### config.mk
export PLATFORM = sky130hd
export DESIGN_NAME = pc_sequencer
export DESIGN_NICKNAME = d
export VERILOG_FILES = /design/src/rtl/pc_pkg.sv /design/src/rtl/pc_incr.sv /design/src/rtl/pc_sequencer.sv
export SDC_FILE = /design/constraint.sdc
export NUM_CORES = 1
export LEC_CHECK = 0
export ABC_CLOCK_PERIOD_IN_PS = 1700
export CAP_MARGIN = 20
export CORE_ASPECT_RATIO = 0.8
export CORE_UTILIZATION = 35
export DETAILED_ROUTE_END_ITERATION = 10
export PLACE_DENSITY = 0.71
export SYNTH_ARGS = -nofsm -noshare
export SYNTH_HDL_FRONTEND = slang
export SYNTH_HIERARCHICAL = 1
export SYNTH_SLANG_ARGS = --single-unit
### constraint.sdc
create_clock -name clk -period 1.7 [get_ports clk]
set_input_delay 0.34 -clock clk [delete_from_list [all_inputs] [get_ports clk]]
set_output_delay 0.34 -clock clk [all_outputs]
set_load 0.01 [all_outputs]
### src/rtl/pc_pkg.sv
// Shared definitions for the program-counter / fetch sequencer.
// Holds the state encoding and the default datapath width and reset PC.
package pc_pkg;

   typedef enum logic [1:0] {
      S_IDLE  = 2'd0,
      S_FETCH = 2'd1,
      S_STALL = 2'd2,
      S_HALT  = 2'd3
   } pc_state_t;

   localparam int          DEF_WIDTH    = 16;
   localparam logic [15:0] DEF_RESET_PC = 16'h0000;

endpackage

### src/rtl/pc_incr.sv
// Sequential-address adder: y = a + INC, wrapping modulo 2^WIDTH.
module pc_incr #(
   parameter int WIDTH = 16,
   parameter int INC   = 1
) (
   input  logic [WIDTH-1:0] a,
   output logic [WIDTH-1:0] y
);

   assign y = a + WIDTH'(INC);

endmodule

### src/rtl/pc_sequencer.sv
// Program counter, instruction-fetch handshake and IR capture for the 16-bit datapath.
// Also drives the select and both data inputs of the downstream next-PC 2:1 mux.
module pc_sequencer
   import pc_pkg::*;
#(
   parameter int               WIDTH    = DEF_WIDTH,
   parameter logic [WIDTH-1:0] RESET_PC = WIDTH'(DEF_RESET_PC),
   parameter int               INC      = 1
) (
   input  logic             clk,
   input  logic             rst,
   input  logic             start,
   input  logic             stall,
   input  logic             halt,
   input  logic             br_take,
   input  logic [WIDTH-1:0] br_target,
   input  logic             imem_ready,
   input  logic [WIDTH-1:0] imem_data,
   output logic             imem_req,
   output logic [WIDTH-1:0] imem_addr,
   output logic [WIDTH-1:0] pc,
   output logic [WIDTH-1:0] mux_d0,
   output logic [WIDTH-1:0] mux_d1,
   output logic             mux_s,
   output logic [WIDTH-1:0] ir,
   output logic             ir_valid
);

   pc_state_t        state_reg, state_next;
   logic [WIDTH-1:0] pc_reg, pc_next;
   logic [WIDTH-1:0] ir_reg;
   logic             ir_valid_reg;
   logic             mux_s_reg;
   logic [WIDTH-1:0] mux_d1_reg;
   logic             br_fire;
   logic             fetch_done;

   pc_incr #(.WIDTH(WIDTH), .INC(INC)) u_incr (
      .a (pc_reg),
      .y (mux_d0)
   );

   // Branches are honoured only while the fetch engine is live (FETCH or STALL).
   assign br_fire    = br_take && (state_reg == S_FETCH || state_reg == S_STALL);
   // A completing fetch is squashed by a branch and ignored under stall.
   assign fetch_done = (state_reg == S_FETCH) && !stall && imem_ready && !br_fire;

   assign imem_req  = (state_reg == S_FETCH) && !stall;
   assign imem_addr = pc_reg;

   // Local equivalent of the downstream mux output, selected by this cycle's branch.
   always_comb begin
      pc_next = pc_reg;
      if (br_fire)
         pc_next = br_target;
      else if (fetch_done)
         pc_next = mux_d0;
   end

   always_comb begin
      state_next = state_reg;
      case (state_reg)
         S_IDLE:  if (start) state_next = S_FETCH;
         S_FETCH: begin
            if (!br_fire) begin
               if (stall)
                  state_next = S_STALL;
               else if (imem_ready && halt)
                  state_next = S_HALT;
            end
         end
         S_STALL: if (!br_fire && !stall) state_next = S_FETCH;
         S_HALT:  state_next = S_HALT;
         default: state_next = S_IDLE;
      endcase
   end

   always_ff @(posedge clk or posedge rst) begin
      if (rst) begin
         state_reg    <= S_IDLE;
         pc_reg       <= RESET_PC;
         ir_reg       <= '0;
         ir_valid_reg <= 1'b0;
         mux_s_reg    <= 1'b0;
         mux_d1_reg   <= '0;
      end else begin
         state_reg    <= state_next;
         pc_reg       <= pc_next;
         ir_valid_reg <= fetch_done;
         mux_s_reg    <= br_fire;
         if (fetch_done)
            ir_reg <= imem_data;
         if (br_fire)
            mux_d1_reg <= br_target;
      end
   end

   assign pc       = pc_reg;
   assign ir       = ir_reg;
   assign ir_valid = ir_valid_reg;
   assign mux_s    = mux_s_reg;
   assign mux_d1   = mux_d1_reg;

endmodule

Yosys cells after proc, flatten, opt, wreduce, memory -nomap -nowiden
Index checks and enable logic that the tools add are counted.
Word-level totals
  input port bits: 39
  output and inout bits: 83
  logic and storage cells: 34
  bits in registers: 52
Cells by class
  add/sub/neg operators: 1
  reductions and logical operators: 12
  equality and inequality tests: 7
  muxes and demuxes: 8
Operator list (count)
  $mux 16: 2
  $add 16x1->16 const B: 1
  $mux 2: 5
  $pmux 2 s4: 1
  $logic_and 1x1->1: 6
  $eq 2x2->1 const B: 2
  $ne 2x2->1 const B: 2
  $reduce_and 4->1: 1
  $ne 3x2->1 const B: 1
  $eq 2x1->1 const B: 1
  $logic_not 1->1: 2
  $logic_not 2->1: 1
  $ne 2x1->1 const B: 1
  $reduce_bool 2->1: 1
  $logic_or 1x1->1: 1

Longest topological paths before layout
Gate-level depths: netlist of the first run.
  word-level depth: 7
  mapped depth: 7
  gate-level depth less buffers: 6

By module
The synthesis of the first run kept the hierarchy.
Modules (own cells, without submodules)
  pc_sequencer: cells an instance 199, times used 1, area an instance 2539.9 um^2
  pc_incr: cells an instance 43, times used 1, area an instance 297.8 um^2

Worst setup path before layout of the first run
OpenSTA, ideal clock, no wires.
  kind: reg2reg
  start point: register pc_reg[0] (netlist: imem_addr[0])
  end point: register pc_reg[12] (netlist: imem_addr[12])
  arrival time: 1836 ps
  period minus slack after synthesis: 1961 ps
  data required time: 1575 ps
  library setup time: 125 ps
  setup slack: -261 ps
  stages on the path, launching flop included: 7
  cell sequence: dfrtp_1 -> ha_1 -> nand4_1 -> nor4_1 -> xor2_1 -> mux2_2 -> mux2_2
On the way
  word-level cells in the longest chain between the ends: 3
Ends and longest elaborated chain
  start, declared: line pc_sequencer.sv:30  | logic [WIDTH-1:0] pc_reg, pc_next;
  start signal, assigned: line pc_sequencer.sv:88  | pc_reg <= pc_next;
  $add 16x1->16: line pc_incr.sv:10  | assign y = a + WIDTH'(INC);
  named net mux_d0[12]: line pc_sequencer.sv:22  | output logic [WIDTH-1:0] mux_d0,
  $mux 16: line pc_sequencer.sv:56  | else if (fetch_done)
  $mux 16: line pc_sequencer.sv:54  | if (br_fire)
The timed path passes the listed nets, and every way through them passes these cells. The select of a mux whose other input is x is not followed.
A chain may end at the register's enable or synchronous reset.

Worst setup path in the final report of the first run
  start point: register pc_reg[0] (netlist: imem_addr[0])
  end point: output port mux_d0[12]
On the way
  word-level cells in the longest chain between the ends: 1
Ends and longest elaborated chain (line)
  $add 16x1->16: pc_incr.sv:10
  end, declared: pc_sequencer.sv:22
Every way passes these cells.

==> results of run 1 <==
==> power by group through the flow <==
| stage | registers, W | clock network, W | logic (W) |
|---|---|---|---|
| after floorplan | 0.00257 | 0 | 0.00207 |
| after detailed placement | 0.00222 | 0 | 0.00497 |
| after global routing | 0.00231 | 0.000942 | 0.00576 |
| final | 0.00224 | 0.000862 | 0.00538 |
| after global placement | 0.00220 | 0 | 0.00489 |
| after CTS | 0.00222 | 0.000889 | 0.00512 |
==> how the worst min path moves through the flow <==
stage	endpoint	depth (start not counted)	slack [ns]
after floorplan	mux_d1[0]$_DFFE_PP0P_	2	0.45
after global placement	mux_d1[1]$_DFFE_PP0P_	2	0.46
after detailed placement	mux_d1[8]$_DFFE_PP0P_	2	0.46
after CTS	ir[15]$_DFFE_PP0P_	3	0.41
after global routing	ir[14]$_DFFE_PP0P_	3	0.44
final	ir[12]$_DFFE_PP0P_	3	0.41
==> per-stage QoR <==
stage               instances  hold WS (ns)  TNS (ns)  worst slack, ns
floorplan                 242         0.445    -0.635           -0.125
global placement          486         0.461     -7.80           -0.414
detailed placement        486         0.461     -8.64           -0.408
CTS                       513         0.408     -4.13           -0.332
global route              522         0.440     -6.84           -0.545
finish                    522         0.407     -4.62           -0.463
==> cells by family (layout without fill, tap and decap cells) <==
kind of cell | after synthesis | in the layout | synth area share, %
compound gates | 8 | 8 | 2.16
xor+xnor | 14 | 14 | 4.32
fa+ha+maj | 5 | 5 | 2.20
buf+inv | 31 | 206 | 7.63
flops | 52 | 52 | 45.9
mux | 48 | 48 | 23.1
simple gates | 84 | 84 | 14.7
==> placed cells by master, fill, tap and decap left out, types with 5 or more instances in the layout <==
| cell type | synthesis | final |
|---|---|---|
| mux2_4 | 31 | 44 |
| nand2_1 | 52 | 52 |
| buf_4 | 16 | 51 |
| buf_6 | 3 | 8 |
| clkdlybuf4s50_1 | 0 | 76 |
| dfrtp_2 | 0 | 8 |
| dfrtp_1 | 52 | 44 |
| dlygate4sd2_1 | 0 | 27 |
| clkbuf_8 | 0 | 5 |
| buf_12 | 1 | 5 |
| xor2_1 | 9 | 6 |
| buf_2 | 1 | 14 |
==> metal layers <==
metal	vias up	part of all wire (%)	GRT usage [%]	wire [um]
met5	-	0	0	0
met4	0	0.98	4.71	82
met3	8	6.0	4.46	504
met2	81	48	31.7	4020
met1	1184	45	25.0	3740
li1	1153	-	-	-
==> tightest hold or removal path, delay by kind of cell <==
family | cells | cell delay [ns]
buffers and inverters | 3 | 0.78
==> area by class of cell <==
| type | instances | area, um2 | area share, % |
|---|---|---|---|
| tap | 105 | 131 | 2.62 |
| sequential | 52 | 1310 | 26.1 |
| timing repair buffer | 189 | 1800 | 35.9 |
| inverter | 9 | 41.3 | 0.823 |
| clock buffer | 5 | 68.8 | 1.37 |
| multi-input combinational | 159 | 1620 | 32.3 |
| clock inverter | 3 | 42.5 | 0.848 |
==> repair_timing <==
| item | 4_1_cts | 5_1_grt |
|---|---|---|
| gates cloned | 1 | 4 |
| pin swaps | 18 | 14 |
| resized for setup | 125 | 26 |
| setup buffers | 19 | 9 |
| hold buffers | 0 | 0 |
| setup endpoints to repair | 56 | 42 |
==> flow_metrics.env, run 1 <==
export IMPL_outcome="finished with violations"
export IMPL_violations="setup timing"
export IMPL_wirelength_um=8340
export IMPL_cts_buffers=5
export IMPL_ys_seq_area_share_pct=45.9
export IMPL_setup_viol=35
export IMPL_ys_warn_count=6
export IMPL_critPathKind="flip-flop to output pin"
export IMPL_clock_skew_ns=0.00807
export IMPL_io_buffers=121
export IMPL_route_detailed_drc=0
export IMPL_cp_num_cells=6
export IMPL_routed_via_density=4.65
export IMPL_worstPathMaxFanout=5
export IMPL_endpoint="mux_d0[12]"
export IMPL_design_area_um2=5020
export IMPL_grt_pass1_wl_um=12200
export IMPL_worst_r2r_path_depth=8
export IMPL_clock_latency_ns=0.30
export IMPL_place_area_um2=4420
export IMPL_grt_total_usage_pct=19.0
export IMPL_synth_top_cell_by_area="dfrtp_1"
export IMPL_synth_edff_count=0
export IMPL_power_frac_comb_pct=63.4
export IMPL_cts_max_level=2
export IMPL_cp_required_ns=1.36
export IMPL_hpwl_um=5420
export IMPL_cp_arrival_ns=1.82
export IMPL_ir_drop_v=0.000769
export IMPL_critical_path_slowest_cell="dfrtp_2"
export IMPL_yosys_top_cells_count="52 x dfrtp_1, 52 x nand2_1, 31 x mux2_4, 17 x mux2_2, 16 x buf_4"
export IMPL_syn_to_final_growth_pct=76.8
export IMPL_p_int_w=0.00547
export IMPL_critPathLaunchType="flip-flop"
export IMPL_startpoint="imem_addr[0]$_DFFE_PP0P_"
export IMPL_p_leak_nw=2.46
export IMPL_syn_inst=242
export IMPL_yosys_cell_types_count=38
export IMPL_path_cells="ha_4 -> nand4_1 -> buf_6 -> nor4_2 -> xor2_1 -> buf_2"
export IMPL_fin_crit_ns=2.16
export IMPL_slowest_delay_ns=0.42
export IMPL_grt_max_degree=28
export IMPL_fp_dieW_um=103
export IMPL_post_route_util_pct=65.7
export IMPL_clock_sinks=52
export IMPL_max_cap_violations=0
export IMPL_cts_buffer_depth=2
export IMPL_start_util_pct=37.2
export IMPL_synth_area_um2=2840
export IMPL_holdCritPathClass="primary input to asynchronous set/reset pin"
export IMPL_cts_tree="yes"
export IMPL_power_density_nw_per_um2=1690
export IMPL_crit_buf_inv=2
export IMPL_fmax_ghz=0.462
export IMPL_finalPower_w=0.00848
export IMPL_synth_area_leaders="dfrtp_1 46%, mux2_4 16%, nand2_1 6.9%, mux2_2 6.7%, buf_4 4.2%"
export IMPL_grt_ovfl_total=0
export IMPL_nets=460
export IMPL_r2r_start="imem_addr[0]$_DFFE_PP0P_"
export IMPL_r2r_end="imem_addr[12]$_DFFE_PP0P_"
export IMPL_p_seq_share_pct=26.4
export IMPL_async_flop_share_pct=100
export IMPL_row_count=28
export IMPL_core_area_um2=7640
export IMPL_drtPass1Iterations=4
export IMPL_clk_root_buffer_cell="clkbuf_8"
export IMPL_wl_per_cell_um=16.0
export IMPL_grt_pass1_vias=2510
export IMPL_routabilityCongestion=0.852
export IMPL_ioPinCount=122
export IMPL_path_clk_slew_ns=0.10
export IMPL_dieHeight_um=82.5
export IMPL_synth_area_per_cell_um2=11.7
export IMPL_dr_total_vias=2426
export IMPL_slew_violations=0
export IMPL_synth_ff_type="dfrtp_1"
export IMPL_finalHoldViolations=0
export IMPL_reg2reg_slack_ns=-0.30
export IMPL_slew_headroom_pct=76.9
export IMPL_drtIter0Drc=84
export IMPL_fillerInstances=621
export IMPL_ys_ff_latch=52
export IMPL_n_antenna_cell=0
export IMPL_syn_nets=286
export IMPL_swShare_pct=35.5
export IMPL_clkPwrFrac_pct=10.2
export IMPL_rsz0062_at_grt="yes"
export IMPL_antenna_found_initial=0
export IMPL_period_share_pct=127
export IMPL_tightest_slew_ns=0.346
export IMPL_die_area_um2=8470
export IMPL_yosysTopAreaCellShare_pct=45.9
export IMPL_fin_ws_ns=-0.463
export IMPL_antenna_left=0
export IMPL_critPathTopFamily="flip-flops"
export IMPL_power_switching_w=0.00301
export IMPL_setup_worst_path_end_class="output pin"
export IMPL_drive_gt1_share_pct=43.9
Power figures use the tool's default switching activity.
==> inputs of run 2 (changes only) <==
--- a/config.mk
+++ b/config.mk
@@ -10,7 +10,7 @@
 export CORE_ASPECT_RATIO = 0.8
 export CORE_UTILIZATION = 35
 export DETAILED_ROUTE_END_ITERATION = 10
-export PLACE_DENSITY = 0.71
+export PLACE_DENSITY = 0.67
 export SYNTH_ARGS = -nofsm -noshare
 export SYNTH_HDL_FRONTEND = slang
 export SYNTH_HIERARCHICAL = 1
==> run 2 against run 1 <==
The flow still finishes with violations (setup timing). Setup slack better by 0.11 ns. Utilization rose by 1.9 points. Worst hold slack worse by 0.017 ns. Sequential power about the same. Cell count is 1.9% higher. Global-route usage increased by 0.92 points. Clock skew grew 0.0037 ns. Clock power down 21%. Final area rose by 3.0%. Critical endpoint unchanged. Highest routed layer unchanged.
==> flow_metrics.env, run 2 (synthesized netlist as in run 1, its figures left out) <==
export IMPL_grt_pass1_vias=2536
export IMPL_post_route_util_pct=67.6
export IMPL_worstPathMaxFanout=5
export IMPL_slew_violations=0
export IMPL_dp_slack_ns=-0.412
export IMPL_period_share_pct=121
export IMPL_row_count=28
export IMPL_holdBufCountCts=0
export IMPL_antenna_left=0
export IMPL_path_clk_slew_ns=0.10
export IMPL_cts_buffers=5
export IMPL_dp_cells=492
export IMPL_dieHeight_um=82.5
export IMPL_reg2reg_slack_ns=-0.30
export IMPL_setup_worst_path_end_class="output pin"
export IMPL_slew_headroom_pct=62.2
export IMPL_finalPower_w=0.00854
export IMPL_cp_arrival_ns=1.71
export IMPL_grt_ovfl_total=0
export IMPL_route_detailed_drc=0
export IMPL_routabilityCongestion=0.847
export IMPL_rsz0062_at_grt="yes"
export IMPL_ioPinCount=122
export IMPL_clock_latency_ns=0.30
export IMPL_cp_required_ns=1.36
export IMPL_grt_pass1_wl_um=12900
export IMPL_fp_dieW_um=103
export IMPL_cts_max_level=2
export IMPL_grt_max_degree=32
export IMPL_tightest_slew_ns=0.567
export IMPL_cts_buffer_depth=2
export IMPL_cts_tree="yes"
export IMPL_wl_per_cell_um=16.5
export IMPL_clk_root_buffer_cell="clkbuf_8"
export IMPL_multi_input_area_um2=1690
export IMPL_fin_ws_ns=-0.349
export IMPL_fmax_ghz=0.488
export IMPL_outcome="finished with violations"
export IMPL_grt_total_usage_pct=20.0
export IMPL_start_util_pct=37.2
export IMPL_io_buffers=121
export IMPL_critPathKind="flip-flop to output pin"
export IMPL_seq_area_um2=1310
export IMPL_ir_drop_v=0.000787
export IMPL_nets=470
export IMPL_hpwl_um=5690
export IMPL_n_antenna_cell=0
export IMPL_power_density_nw_per_um2=1650
export IMPL_fin_cells=532
export IMPL_drtPass1Iterations=4
export IMPL_critPathLaunchType="flip-flop"
export IMPL_max_cap_violations=0
export IMPL_fillerInstances=616
export IMPL_dr_total_vias=2495
export IMPL_clock_sinks=52
export IMPL_holdCritPathClass="primary input to asynchronous set/reset pin"
export IMPL_syn_to_final_growth_pct=82.0
export IMPL_core_area_um2=7640
export IMPL_finalHoldViolations=0
export IMPL_wirelength_um=8770
export IMPL_die_area_um2=8470
export IMPL_drive_gt1_share_pct=45.7
export IMPL_final_cell_mix="75 x clkdlybuf4s50_1, 53 x buf_4, 50 x nand2_1, 45 x mux2_4, 44 x dfrtp_1"
export IMPL_violations="setup timing"
export IMPL_setup_viol=48
export IMPL_final_common_cell="clkdlybuf4s50_1"
export IMPL_drtIter0Drc=37
export IMPL_antenna_found_initial=0
export IMPL_whs_ns=0.391
export IMPL_clock_skew_ns=0.0118
export IMPL_fin_crit_ns=2.05
export IMPL_p_leak_nw=2.60
export IMPL_routed_via_density=4.69
export IMPL_worst_r2r_path_depth=9
-- run 2: changes by cell type in the layout (fill, tap and decap cells not counted), moves of 3 or more --
cell,previous run,this run
dlygate4sd2_1,27,23
dlymetal6s2s_1,1,5
buf_6,8,14
xnor2_2,2,5
-- run 2: timing repair --
action	4_1_cts	5_1_grt
endpoints found under the setup margin	52	58
buffers inserted	22	12
resized for setup	130	44
gates cloned	2	2
pin swaps	21	19
hold endpoints to repair	0	0
-- run 2: path summary, 6_finish.rpt --
check                                               from                        end
worst min-delay path                                 rst          ir[4]$_DFFE_PP0P_
min in group clk                  mux_d1[10]$_DFFE_PP0P_     mux_d1[10]$_DFFE_PP0P_
worst max-delay path            imem_addr[1]$_DFFE_PP0P_                 mux_d0[12]
max in group asynchronous                            rst   imem_addr[8]$_DFFE_PP0P_
worst min register to register    mux_d1[10]$_DFFE_PP0P_     mux_d1[10]$_DFFE_PP0P_
worst max register to register  imem_addr[1]$_DFFE_PP0P_  imem_addr[10]$_DFFE_PP0P_
-- run 2: worst max-delay path, stage by stage, from the launching register on --
cell and delay, ns:
dfrtp_2 0.43, ha_4 0.14, nand4_1 0.12, buf_6 0.17, nor4_4 0.16, xor2_1 0.22
buf_2 0.17
-- run 2: through the flow --
| stage | area, um2 | setup TNS (ns) |
|---|---|---|
| global route | 5160 | -8.52 |
| CTS | 4900 | -4.38 |
| detailed placement | 4490 | -8.10 |
| global placement | 4490 | -7.59 |
| finish | 5160 | -5.46 |
| floorplan | 2910 | -0.635 |
-- run 2: where the power goes --
| group | internal (W) | total [W] | switching, W |
|---|---|---|---|
| sequential | 0.00181 | 0.00223 | 0.000416 |
| clock | 0.000290 | 0.000683 | 0.000393 |
| combinational | 0.00335 | 0.00562 | 0.00227 |
| total | 0.00545 | 0.00854 | 0.00308 |
-- run 2: cell type report --
class / instances / share of cell area [%]
Timing Repair Buffer: 199 / 37.0
Multi-Input combinational cell: 159 / 32.7
Sequential cell: 52 / 25.4
Tap cell: 105 / 2.54
Clock buffer: 7 / 1.48
Inverter: 9 / 0.799
Clock inverter: 1 / 0.0969
-- run 2: routing by layer --
metal	part of all wire (%)	up-vias	global-route usage, %
li1	-	1177	-
met4	1.2	0	3.86
met2	49	92	34.9
met1	43	1212	25.6
met5	0	-	0
met3	6.2	14	4.21
==> inputs of run 3 (changes only) <==
--- a/config.mk
+++ b/config.mk
@@ -11,6 +11,7 @@
 export CORE_UTILIZATION = 35
 export DETAILED_ROUTE_END_ITERATION = 10
 export PLACE_DENSITY = 0.67
+export SLEW_MARGIN = 40
 export SYNTH_ARGS = -nofsm -noshare
 export SYNTH_HDL_FRONTEND = slang
 export SYNTH_HIERARCHICAL = 1
==> results of run 3 <==
No change in the layout: final DEF, timing and power equal those of run 2.
